<file path="config.mk">
export PLATFORM = sky130hd
export DESIGN_NAME = riscvsys_memarb
export DESIGN_NICKNAME = d
export VERILOG_FILES = /design/src/rtl/riscvsys_memarb_pkg.sv /design/src/rtl/riscvsys_rrpick.sv /design/src/rtl/riscvsys_memarb.sv
export SDC_FILE = /design/constraint.sdc
export NUM_CORES = 1
export LEC_CHECK = 0
export BUFFER_PORTS_ARGS = -buffer_cell sky130_fd_sc_hd__buf_2
export CORE_AREA = 2 2 134 136
export CTS_CLUSTER_SIZE = 10
export DETAILED_ROUTE_END_ITERATION = 7
export DIE_AREA = 0 0 136 138
export HOLD_SLACK_MARGIN = 0.02
export PLACE_DENSITY = 0.7
export SLEW_MARGIN = 20
export SYNTH_ARGS = -nofsm -noshare
export SYNTH_HDL_FRONTEND = slang
export SYNTH_SLANG_ARGS = --single-unit
export TNS_END_PERCENT = 1
</file>
<file path="constraint.sdc">
create_clock -name i_clk -period 2.1 [get_ports i_clk]
set_input_delay 0.105 -clock i_clk [delete_from_list [all_inputs] [get_ports i_clk]]
set_output_delay 0.105 -clock i_clk [all_outputs]
set_load 0.02 [all_outputs]
</file>
<file path="src/rtl/riscvsys_memarb_pkg.sv">
`default_nettype none
// ============================================================================
//  Module      : riscvsys_memarb_pkg
//  Description : Shared types and constants for the riscvsys memory arbiter.
//  Revision    : 1.0 - initial release
// ============================================================================
package riscvsys_memarb_pkg;

    // Arbiter state: no grant held, or a grant locked to owner_q
    typedef enum logic [0:0] {
        IDLE  = 1'b0,
        GRANT = 1'b1
    } state_t;

    localparam int N_REQ_DFLT = 2;
    localparam int AW_DFLT    = 32;
    localparam int DW_DFLT    = 32;

    // Testbench control addresses decoded downstream of the arbiter
    localparam logic [31:0] MMIO_PUTC = 32'h1000_0000;
    localparam logic [31:0] MMIO_CTRL = 32'h2000_0000;

endpackage
`default_nettype wire

</file>
<file path="src/rtl/riscvsys_rrpick.sv">
`default_nettype none
// ============================================================================
//  Module      : riscvsys_rrpick
//  Description : Combinational round-robin picker. Returns the first set
//                request index at or after prio_i, wrapping N-1 -> 0.
//  Revision    : 1.0 - initial release
// ============================================================================
module riscvsys_rrpick #(
    parameter int N  = 2,
    parameter int IW = (N > 1) ? $clog2(N) : 1
) (
    input  logic [N-1:0]  req_i,
    input  logic [IW-1:0] prio_i,
    output logic          any_o,
    output logic [IW-1:0] idx_o
);

    localparam logic [IW:0] NV = (IW+1)'(N);

    logic [2*N-1:0] w_dbl;
    logic [2*N-1:0] w_shift;
    logic [N-1:0]   w_rot;
    logic [IW-1:0]  w_off;
    logic [IW:0]    w_sum;

    // Rotate requests so prio_i lands at bit 0, find the lowest set bit,
    // then rotate the offset back into an absolute index.
    always_comb begin
        w_dbl   = {req_i, req_i};
        w_shift = w_dbl >> prio_i;
        w_rot   = w_shift[N-1:0];
        w_off   = '0;
        for (int k = N - 1; k >= 0; k--) begin
            if (w_rot[k]) begin
                w_off = IW'(k);
            end
        end
        w_sum = {1'b0, prio_i} + {1'b0, w_off};
        if (w_sum >= NV) begin
            w_sum = w_sum - NV;
        end
        any_o = |req_i;
        idx_o = w_sum[IW-1:0];
    end

endmodule
`default_nettype wire

</file>
<file path="src/rtl/riscvsys_memarb.sv">
`default_nettype none
// ============================================================================
//  Module      : riscvsys_memarb
//  Description : Round-robin arbiter sharing one native valid/ready memory
//                port between N_REQ requesters, with per-requester
//                saturating grant counters and an abort pulse.
//  Revision    : 1.0 - initial release
// ============================================================================
module riscvsys_memarb
    import riscvsys_memarb_pkg::*;
#(
    parameter int N_REQ = N_REQ_DFLT,
    parameter int AW    = AW_DFLT,
    parameter int DW    = DW_DFLT,
    parameter int CNT_W = 32
) (
    input  logic                   i_clk,
    input  logic                   i_rst,
    input  logic [N_REQ-1:0]       i_req_valid,
    input  logic [N_REQ-1:0]       i_req_instr,
    input  logic [N_REQ*AW-1:0]    i_req_addr,
    input  logic [N_REQ*DW-1:0]    i_req_wdata,
    input  logic [N_REQ*DW/8-1:0]  i_req_wstrb,
    output logic [N_REQ-1:0]       o_req_ready,
    output logic [DW-1:0]          o_req_rdata,
    output logic                   o_mem_valid,
    output logic                   o_mem_instr,
    output logic [AW-1:0]          o_mem_addr,
    output logic [DW-1:0]          o_mem_wdata,
    output logic [DW/8-1:0]        o_mem_wstrb,
    input  logic                   i_mem_ready,
    input  logic [DW-1:0]          i_mem_rdata,
    output logic [$clog2(N_REQ)-1:0] o_owner,
    output logic                   o_busy,
    output logic [N_REQ*CNT_W-1:0] o_grant_cnt,
    output logic                   o_abort
);

    localparam int            OW       = $clog2(N_REQ);
    localparam int            SW       = DW / 8;
    localparam logic [OW-1:0] LAST_IDX = OW'(N_REQ - 1);

    state_t         state_q, state_d;
    logic [OW-1:0]  owner_q, owner_d;
    logic [OW-1:0]  prio_q,  prio_d;

    logic [AW-1:0]  w_addr  [N_REQ];
    logic [DW-1:0]  w_wdata [N_REQ];
    logic [SW-1:0]  w_wstrb [N_REQ];

    logic           w_any;
    logic [OW-1:0]  w_pick;
    logic           w_grant;
    logic           w_own_valid;
    logic           w_done;
    logic           w_abort;

    // Split the flat request buses into per-requester fields
    for (genvar g = 0; g < N_REQ; g++) begin : g_unpack
        assign w_addr[g]  = i_req_addr[g*AW +: AW];
        assign w_wdata[g] = i_req_wdata[g*DW +: DW];
        assign w_wstrb[g] = i_req_wstrb[g*SW +: SW];
    end

    riscvsys_rrpick #(
        .N  (N_REQ),
        .IW (OW)
    ) u_pick (
        .req_i  (i_req_valid),
        .prio_i (prio_q),
        .any_o  (w_any),
        .idx_o  (w_pick)
    );

    assign w_grant     = (state_q == GRANT);
    assign w_own_valid = i_req_valid[owner_q];
    assign w_done      = w_grant & w_own_valid & i_mem_ready;
    assign w_abort     = w_grant & ~w_own_valid;

    // State, owner and priority registers; reset drops any in-flight transfer
    always_ff @(posedge i_clk) begin
        if (!i_rst) begin
            state_q <= IDLE;
            owner_q <= '0;
            prio_q  <= '0;
        end else begin
            state_q <= state_d;
            owner_q <= owner_d;
            prio_q  <= prio_d;
        end
    end

    // Next-state logic plus the downstream mux and completion/abort outputs
    always_comb begin
        state_d     = state_q;
        owner_d     = owner_q;
        prio_d      = prio_q;
        o_req_ready = '0;
        o_req_rdata = '0;
        o_mem_valid = 1'b0;
        o_mem_instr = 1'b0;
        o_mem_addr  = '0;
        o_mem_wdata = '0;
        o_mem_wstrb = '0;
        o_abort     = 1'b0;
        case (state_q)
            IDLE: begin
                if (w_any) begin
                    state_d = GRANT;
                    owner_d = w_pick;
                    // The winner drops to lowest priority for the next round
                    prio_d  = (w_pick == LAST_IDX) ? '0 : w_pick + 1'b1;
                end
            end
            GRANT: begin
                o_mem_valid = w_own_valid;
                o_mem_instr = i_req_instr[owner_q];
                o_mem_addr  = w_addr[owner_q];
                o_mem_wdata = w_wdata[owner_q];
                o_mem_wstrb = w_wstrb[owner_q];
                if (w_done) begin
                    o_req_ready[owner_q] = 1'b1;
                    o_req_rdata          = i_mem_rdata;
                    state_d              = IDLE;
                end else if (w_abort) begin
                    o_abort = 1'b1;
                    state_d = IDLE;
                end
            end
            default: begin
                state_d = IDLE;
            end
        endcase
    end

    assign o_owner = owner_q;
    assign o_busy  = w_grant;

    // Per-requester completion counters, saturating at all-ones
    for (genvar g = 0; g < N_REQ; g++) begin : g_cnt
        logic [CNT_W-1:0] cnt_q, cnt_d;

        // Count a completion that belongs to this requester
        always_comb begin
            cnt_d = cnt_q;
            if (w_done && (owner_q == OW'(g)) && (cnt_q != {CNT_W{1'b1}})) begin
                cnt_d = cnt_q + 1'b1;
            end
        end

        // Counter register, cleared by reset
        always_ff @(posedge i_clk) begin
            if (!i_rst) begin
                cnt_q <= '0;
            end else begin
                cnt_q <= cnt_d;
            end
        end

        assign o_grant_cnt[g*CNT_W +: CNT_W] = cnt_q;
    end

endmodule
`default_nettype wire

</file>
# Word-level counts from Yosys, hierarchy flattened
# Cells that the tools add are included.
dict set report totals {
  input_bits 175
  output_inout_bits 171
  wordCells 66
  ff_bits 67
}
dict set report classes {
  bitwise_logic 7
  n_lt_le_gt_ge 4
  n_reduce_logical 7
  shifts 1
  mux 35
  eq_ne 2
  n_addsub 5
}
# cell count
set op_table {}
lappend op_table {{$mux W32} 10}
lappend op_table {{$add A32 B1 Y32 const B} 2}
lappend op_table {{$ne A32 B32 Y1 const B} 2}
lappend op_table {{$mux W1} 17}
lappend op_table {{$mux W4} 4}
lappend op_table {{$logic_and A1 B1 Y1} 5}
lappend op_table {{$ge A2 B2 Y1 const B} 2}
lappend op_table {{$mux W2} 2}
lappend op_table {{$shr A4 B1 Y2} 1}
lappend op_table {{$and A1 B1 Y1} 3}
lappend op_table {{$not A1 Y1} 3}
lappend op_table {{$add A1 B1 Y2} 1}
lappend op_table {{$lt A1 B2 Y1 const B} 1}
lappend op_table {{$not A1 Y2} 1}
lappend op_table {{$pmux W1 S2} 1}
lappend op_table {{$reduce_and A2 Y1} 1}
lappend op_table {{$reduce_or A2 Y1} 1}
lappend op_table {{$add A1 B1 Y1 const B} 1}
lappend op_table {{$demux W1 S1} 1}
lappend op_table {{$ge A1 B1 Y1 const B} 1}
lappend op_table {{$sub A1 B1 Y1 const B} 1}

# Logic depth before layout (Yosys ltp)
# Gate-level depths: netlist (run 1).
dict set report logic_depth {
  depth_word 8
  mapped_depth 9
}

# By module
# Synthesis (run 1) repeated with hierarchy kept, for this count alone.
dict set report unflattened {
  cells_unflattened 620
  hier_area_um2 4889.7
}
# module area_each_um2 seq_area_each_um2 n_inst cells_per_inst
set modules_own_cells {}
lappend modules_own_cells {riscvsys_memarb 4870.9 1341.3 1 616}
lappend modules_own_cells {riscvsys_rrpick 18.8 0.0 1 4}

# Worst setup path after synthesis (run 1)
# No wires, ideal clock.
dict set report synth_path {
  kind {reg2reg}
  start {reg state_q (netlist: o_busy)}
  end {reg g_cnt[1].cnt_q[27]}
  setup_slack_ps -178
  synth_period_minus_slack_ps 2278
  setup_ps 70
  t_required_ps 2030
  path_stages_with_launch 8
  arrival_time_ps 2208
  path_buffers 1
  cell_sequence {dfxtp_1 > buf_2 > nand4_2 > inv_1 > nand4_1 > a211oi_4 > or4b_1 > a21oi_1}
}
dict set report synth_via {
  elab_chain_len 4
}
# element line
set synth_rtl {}
lappend synth_rtl {{start, declared} riscvsys_memarb.sv:43} ;# state_t state_q, state_d;
lappend synth_rtl {{start signal, assigned} riscvsys_memarb.sv:87} ;# state_q <= state_d;
lappend synth_rtl {{$and A1 B1 Y1 (2 in a row)} riscvsys_memarb.sv:77} ;# assign w_done = w_grant & w_own_valid & i_mem_ready;
lappend synth_rtl {{$logic_and A1 B1 Y1 (2 in a row)} riscvsys_memarb.sv:146} ;# if (w_done && (owner_q == OW'(g)) && (cnt_q != {CNT_W{1'b1}})) begin
lappend synth_rtl {{end signal, assigned} riscvsys_memarb.sv:156} ;# cnt_q <= cnt_d;
lappend synth_rtl {{end, declared} riscvsys_memarb.sv:141} ;# logic [CNT_W-1:0] cnt_q, cnt_d;
# Every way passes these cells.
# A chain may end at the register's enable or synchronous reset.

# Worst setup path in the final report (run 1)
dict set report layout_path {
  start {reg owner_q (netlist: o_owner)}
  end {out o_mem_wdata[3]}
}
dict set report layout_via {
  elab_chain_len 5
}
# element line
set layout_rtl {}
lappend layout_rtl {{start, declared} riscvsys_memarb.sv:44} ;# logic [OW-1:0] owner_q, owner_d;
lappend layout_rtl {{start signal, assigned} riscvsys_memarb.sv:88} ;# owner_q <= owner_d;
lappend layout_rtl {{$not A1 Y2 (not written as such)} riscvsys_memarb.sv:119} ;# o_mem_wdata = w_wdata[owner_q];
lappend layout_rtl {{$mux W32 (not written as such) (3 in a row)} riscvsys_memarb.sv:119}
lappend layout_rtl {{$mux W32} riscvsys_memarb.sv:106} ;# case (state_q)
lappend layout_rtl {{end, declared} riscvsys_memarb.sv:29} ;# output logic [DW-1:0] o_mem_wdata,
# Every way passes these cells. The select of a mux whose other input is x is not followed.

==> results.sh, run 1 <==
export IMPL_syn_avg_cell_area_um2=7.695
export IMPL_gp_congestion=0.9066
export IMPL_cts_hold_buf=0
export IMPL_worstSetupPathType="flip-flop to primary output"
export IMPL_finalSetupTns_ns=0
export IMPL_power_density_nw_per_um2=529.3
export IMPL_grt_pass1_wl_um=31620
export IMPL_yosysUniqueCellTypes=49
export IMPL_hp_start="i_rst"
export IMPL_utilization=0.4261
export IMPL_finalCriticalPeriod_ns=2.056
export IMPL_vias=6072
export IMPL_clock_latency_ns=0.33
export IMPL_rows=49
export IMPL_grt_usage=0.2183
export IMPL_synth_seq_cells=67
export IMPL_synth_nets=789
export IMPL_leakage_nw=3.465
export IMPL_syn_inst=612
export IMPL_clockRootBuffer="clkbuf_16"
export IMPL_crit_required_ns=2.00
export IMPL_crit_path_start="o_owner"
export IMPL_synthFlopType="dfxtp_1"
export IMPL_irDropWorstVdd_uv=390.6
export IMPL_detail_route_wl_per_cell_um=18.03
export IMPL_status="finished, final reports clean"
export IMPL_dpl_hpwl_um=17920
export IMPL_setup_worst_path_start_class="flip-flop"
export IMPL_dieHeight_um=138
export IMPL_yosysSeqAreaShare=0.2848
export IMPL_whs_ns=0.1452
export IMPL_netlist_area_um2=4710
export IMPL_synth_top_area_frac=0.2848
export IMPL_cts_buffer_depth=2
export IMPL_synth_area_top_cells="dfxtp_1 28%, mux2i_1 16%, nor2_1 7.9%"
export IMPL_die_x_um=136
export IMPL_drt_vias_per_instance=4.977
export IMPL_ys_warn_count=0
export IMPL_worst_endpoint_arrival_ns=1.95
export IMPL_hold_violations=0
export IMPL_dpl_cell_area_um2=7053
export IMPL_critPathTopFamily="buffers and inverters"
export IMPL_grt_pass1_vias=5495
export IMPL_synth_edf_count=0
export IMPL_cts_buffers_inserted=9
export IMPL_timing_fmax_mhz=486.4
export IMPL_cp_end_kind="primary output"
export IMPL_drt_iter0_drc=288
export IMPL_fin_area_um2=7472
export IMPL_slowest_delay_ns=0.52
export IMPL_drive_above_1_share=0.4631
export IMPL_grt_max_degree=70
export IMPL_relSlewSlack=0.6211
export IMPL_slew_violations=0
export IMPL_drt_first_pass_iters=5
export IMPL_async_flop_share=0
export IMPL_synth_common_cells="99 x nor2_1, 77 x mux2i_1, 67 x dfxtp_1"
export IMPL_syn2layout_area_growth_pct=58.66
export IMPL_portBuffers=345
export IMPL_cts_htree_levels=3
export IMPL_crit_fanout=69
export IMPL_power_mw=3.955
export IMPL_final_setup_skew_ns=0.006891
export IMPL_min_period_over_period=0.9789
export IMPL_crit_slowest_cell="mux2i_1"
export IMPL_path_cells="buf_12, mux2i_1, nor2_1, buf_2"
export IMPL_cts_sinks=67
export IMPL_clk_pin_slew_worst_paths_ns=0.06
export IMPL_setup_viol=0
export IMPL_fin_nets=1161
export IMPL_antenna_found_initial=2
export IMPL_ant_nets=0
export IMPL_drc_errors=0
export IMPL_die_area_um2=18770
export IMPL_coreArea_um2=17530
export IMPL_cts_tree="done"
export IMPL_cts_setup_buffers=0
export IMPL_rsz0062_at_grt="true"
export IMPL_yosys_area_top_type="dfxtp_1"
export IMPL_cap_violations=0
export IMPL_worst_r2r_startpoint="g_cnt[0].cnt_q[13]"
export IMPL_ios=346
export IMPL_worstMarginPinSlew_ns=0.5541
export IMPL_synth_most_common_cell="nor2_1"
export IMPL_cts_repair_resize_count=0
export IMPL_finalWirelength_um=22000
export IMPL_start_util=0.2686
export IMPL_critPathBufInv=2
export IMPL_grt_overflow_total=0
export IMPL_hold_class="input pin to flip-flop"
[state kept, by name, summed over array words and instances, names as in the netlist]
register	flops
prio_q	1
g_cnt.cnt_q	64
o_busy	1
o_owner	1
[layout by cell type, fill, tap and decap left out, types with 8 or more instances in the layout]
cell / netlist / final
a21oi_1: 37 / 37
and2_1: 35 / 35
and4_1: 9 / 9
buf_2: 6 / 345
buf_4: 0 / 51
clkbuf_16: 0 / 9
dfxtp_1: 67 / 50
dfxtp_2: 0 / 16
inv_1: 9 / 8
mux2i_1: 77 / 75
nand2_1: 41 / 41
nand3_1: 21 / 21
nand4_1: 18 / 18
nor2_1: 99 / 97
nor4_1: 12 / 8
o21ai_0: 19 / 19
o31ai_1: 14 / 14
or3_1: 17 / 17
or4_1: 15 / 12
xnor2_1: 11 / 11
xor2_1: 8 / 8
[area by class of cell]
type	count	area [um^2]
Fill cell	1831	10060
Multi-Input combinational cell	496	3249
Timing Repair Buffer	399	2161
Sequential cell	67	1365
Tap cell	229	286.5
Clock buffer	12	266.5
Clock inverter	4	95.09
Inverter	11	43.79
Antenna cell	2	5.005
[metal layers]
metal | share of wire | vias up | global-route usage
met5 | 0 | - | 0
met3 | 0.10 | 11 | 0.06931
met2 | 0.46 | 277 | 0.3494
met1 | 0.43 | 2817 | 0.2913
li1 | - | 2967 | -
met4 | 0.0097 | 0 | 0.03783
[power breakdown]
group / total, mW / internal [mW] / switching (mW)
Sequential: 1.29 / 1.28 / 0.00941
Combinational: 0.847 / 0.340 / 0.507
Clock: 1.82 / 1.26 / 0.566
Total: 3.96 / 2.87 / 1.08
[logic make-up after synthesis]
| kind of cell | Yosys count | synth area share |
|---|---|---|
| DFF | 67 | 0.2848 |
| xor gates and xnor gates | 19 | 0.03533 |
| AOI/OAI and AO/OA | 98 | 0.1339 |
| muxes | 77 | 0.1637 |
| buffers and inverters | 49 | 0.04065 |
| adders and majority gates | 2 | 0.005313 |
| and+or+nand+nor | 300 | 0.3363 |
[worst paths after layout]
path                   endpoint  slack, ns  cells past startpoint
max              o_mem_wdata[3]       0.04                      4
min           g_cnt[0].cnt_q[5]       0.15                      3
max reg2reg  g_cnt[0].cnt_q[27]       0.12                      7
min reg2reg              prio_q       0.46                      1
[through the flow]
stage          setup WS, ns  instances
5_1_grt            -0.04198       1220
4_1_cts             0.01273       1218
3_5_place_dp        0.03582       1202
3_3_place_gp         0.1540       1202
2_1_floorplan      -0.02695        612
6_report            0.04424       1220
[worst min-delay path, cell delays in order]
cell	delay, ns
buf_2	0.09
inv_1	0.11
a21oi_1	0.13
Note: power is estimated with default switching activity, not from simulation.
==> inputs of run 2 (changes only) <==
--- a/config.mk
+++ b/config.mk
@@ -11,7 +11,7 @@
 export DETAILED_ROUTE_END_ITERATION = 7
 export DIE_AREA = 0 0 136 138
 export HOLD_SLACK_MARGIN = 0.02
-export PLACE_DENSITY = 0.7
+export PLACE_DENSITY = 0.57
 export SLEW_MARGIN = 20
 export SYNTH_ARGS = -nofsm -noshare
 export SYNTH_HDL_FRONTEND = slang
==> run 2 against run 1 <==
Against the previous run:
- sequential cell count is the same
- die area is the same
- wire length shrank 1.8%
- critical path depth grew 2
- critical endpoint is now g_cnt[0].cnt_q[30]
- largest cell class unchanged
==> results.sh, run 2 (same netlist as run 1, synthesis figures left out) <==
export IMPL_status="finished, final reports clean"
export IMPL_final_common_cell="buf_2"
export IMPL_slew_violations=0
export IMPL_drt_vias_per_instance=4.902
export IMPL_comb_power_share=0.239
export IMPL_rsz0062_at_grt="false"
export IMPL_hold_class="input pin to flip-flop"
export IMPL_ant_nets=0
export IMPL_r2r_setup_slack_ns=0.07
export IMPL_power_frac_clock=0.392
export IMPL_switching_power_mw=1.053
export IMPL_ios=346
export IMPL_grt_overflow_total=0
export IMPL_seqCellArea_um2=1365
export IMPL_min_to="o_busy"
export IMPL_grt_usage=0.2183
export IMPL_gp_congestion=0.8773
export IMPL_worst_endpoint_arrival_ns=2.29
export IMPL_pwr_share_seq=0.369
export IMPL_worstSetupPathType="flip-flop to flip-flop"
export IMPL_crit_path_start="g_cnt[0].cnt_q[3]"
export IMPL_top_usage_layer="met2"
export IMPL_grt_max_degree=71
export IMPL_drc_errors=0
export IMPL_drt_first_pass_iters=5
export IMPL_hp_start="i_mem_ready"
export IMPL_power_mw=3.482
export IMPL_timing_fmax_mhz=493.1
export IMPL_fin_nets=1164
export IMPL_r2r_end="g_cnt[0].cnt_q[30]"
export IMPL_pre_cts_slack_ns=0.09810
export IMPL_leakage_nw=3.422
export IMPL_cts_buffer_depth=2
export IMPL_setup_viol=0
export IMPL_portBuffers=345
export IMPL_cts_tree="done"
export IMPL_finalWirelength_um=21600
export IMPL_irDropWorstVdd_uv=380.3
export IMPL_crit_required_ns=2.36
export IMPL_dieHeight_um=138
export IMPL_crit_fanout=7
export IMPL_cp_end_kind="flip-flop"
export IMPL_grtUsageMet3=0.06051
export IMPL_gr_usage_met2=0.3470
export IMPL_fill_cells=1862
export IMPL_antenna_found_initial=1
export IMPL_top_register="g_cnt.cnt_q"
export IMPL_layout_common_cells="345 x buf_2, 98 x nor2_1, 77 x mux2i_1, 55 x buf_4, 50 x dfxtp_1"
export IMPL_cap_violations=0
export IMPL_cts_htree_levels=3
export IMPL_cts_sinks=67
export IMPL_cts_buffers_inserted=9
export IMPL_drt_iter0_drc=326
export IMPL_finalCriticalPeriod_ns=2.028
export IMPL_rows=49
export IMPL_vias=5985
export IMPL_final_setup_skew_ns=0.006158
export IMPL_clockRootBuffer="clkbuf_16"
export IMPL_whs_path_depth=3
export IMPL_largest_register_ffs=64
export IMPL_use_met1=0.2992
export IMPL_worstMarginPinSlew_ns=0.5030
export IMPL_coreArea_um2=17530
export IMPL_multi_input_area_um2=3211
export IMPL_detail_route_wl_per_cell_um=17.69
export IMPL_start_util=0.2686
export IMPL_clk_pin_slew_worst_paths_ns=0.05
export IMPL_worst_slack_ns=0.07209
export IMPL_relSlewSlack=0.6560
export IMPL_clock_latency_ns=0.33
export IMPL_power_density_nw_per_um2=473.8
export IMPL_syn2layout_area_growth_pct=56.03
export IMPL_dpl_hpwl_um=17610
export IMPL_power_share_switching=0.3024
export IMPL_worstRegToRegCells=6
export IMPL_drive_above_1_share=0.4561
export IMPL_die_x_um=136
export IMPL_min_period_over_period=0.9657
export IMPL_p_int_mw=2.429
export IMPL_grt_pass1_wl_um=31880
export IMPL_die_area_um2=18770
export IMPL_hold_violations=0
export IMPL_grt_pass1_vias=5501
export IMPL_setup_worst_path_start_class="flip-flop"
export IMPL_worst_r2r_startpoint="g_cnt[0].cnt_q[3]"
export IMPL_finalSetupTns_ns=0
## run 2: cell type report
| type | instances | share of cell area |
|---|---|---|
| diodes | 1 | 0.0003405 |
| inverters | 11 | 0.005959 |
| repair buffers | 402 | 0.2964 |
| clock buffers | 12 | 0.03354 |
| flip-flops and latches | 67 | 0.1858 |
| clock inverters | 3 | 0.002043 |
| multi-input cells | 496 | 0.4369 |
| well taps | 229 | 0.03899 |
## run 2: through the flow
step | instances | hold WS [ns] | instance area (um^2) | utilization
6_report | 1221 | 0.1538 | 7348 | 0.4191
5_1_grt | 1221 | 0.1690 | 7348 | 0.4191
4_1_cts | 1219 | 0.1388 | 7317 | 0.4173
3_5_place_dp | 1204 | 0.4547 | 7056 | 0.4024
3_3_place_gp | 1204 | 0.4479 | 7056 | 0.4024
2_1_floorplan | 612 | 0.2500 | 4758 | -
## run 2: repair_timing
| action | 4_1_cts | 5_1_grt |
|---|---|---|
| hold buffers | 0 | 0 |
| hold endpoints to repair | 0 | 0 |
| buffers inserted | 0 | 1 |
| endpoints found under the setup margin | 0 | 31 |
| resized for setup | 0 | 6 |
## run 2: per-layer routing
metal	vias to the layer above	part of all wire
li1	2975	-
met1	2757	0.45
met2	238	0.45
met3	15	0.092
met4	0	0.012
met5	-	0
## run 2: power groups by stage
stage	combinational (mW)	sequential, mW	clock [mW]
global route	0.894	1.29	1.45
CTS	0.831	1.28	1.41
finish	0.832	1.29	1.36
global placement	0.825	1.31	0
floorplan	0.434	1.31	0
detailed placement	0.828	1.31	0
## run 2: worst max-delay path: stages, from the launching register on
cell      delay (ns)
dfxtp_2         0.36
nand4_1         0.19
nor4_1          0.52
o211ai_1        0.16
buf_4           0.19
or4_1           0.39
a21oi_1         0.15
## run 2: worst max path at each step
stage	depth (start not counted)	slack, ns	endpoint
after floorplan	7	-0.03	g_cnt[1].cnt_q[3]
after global placement	5	0.13	g_cnt[1].cnt_q[14]
after detailed placement	6	0.1	g_cnt[0].cnt_q[31]
after CTS	4	0.01	o_mem_wdata[29]
after global routing	4	0.001	o_mem_wdata[29]
final	6	0.07	g_cnt[0].cnt_q[30]
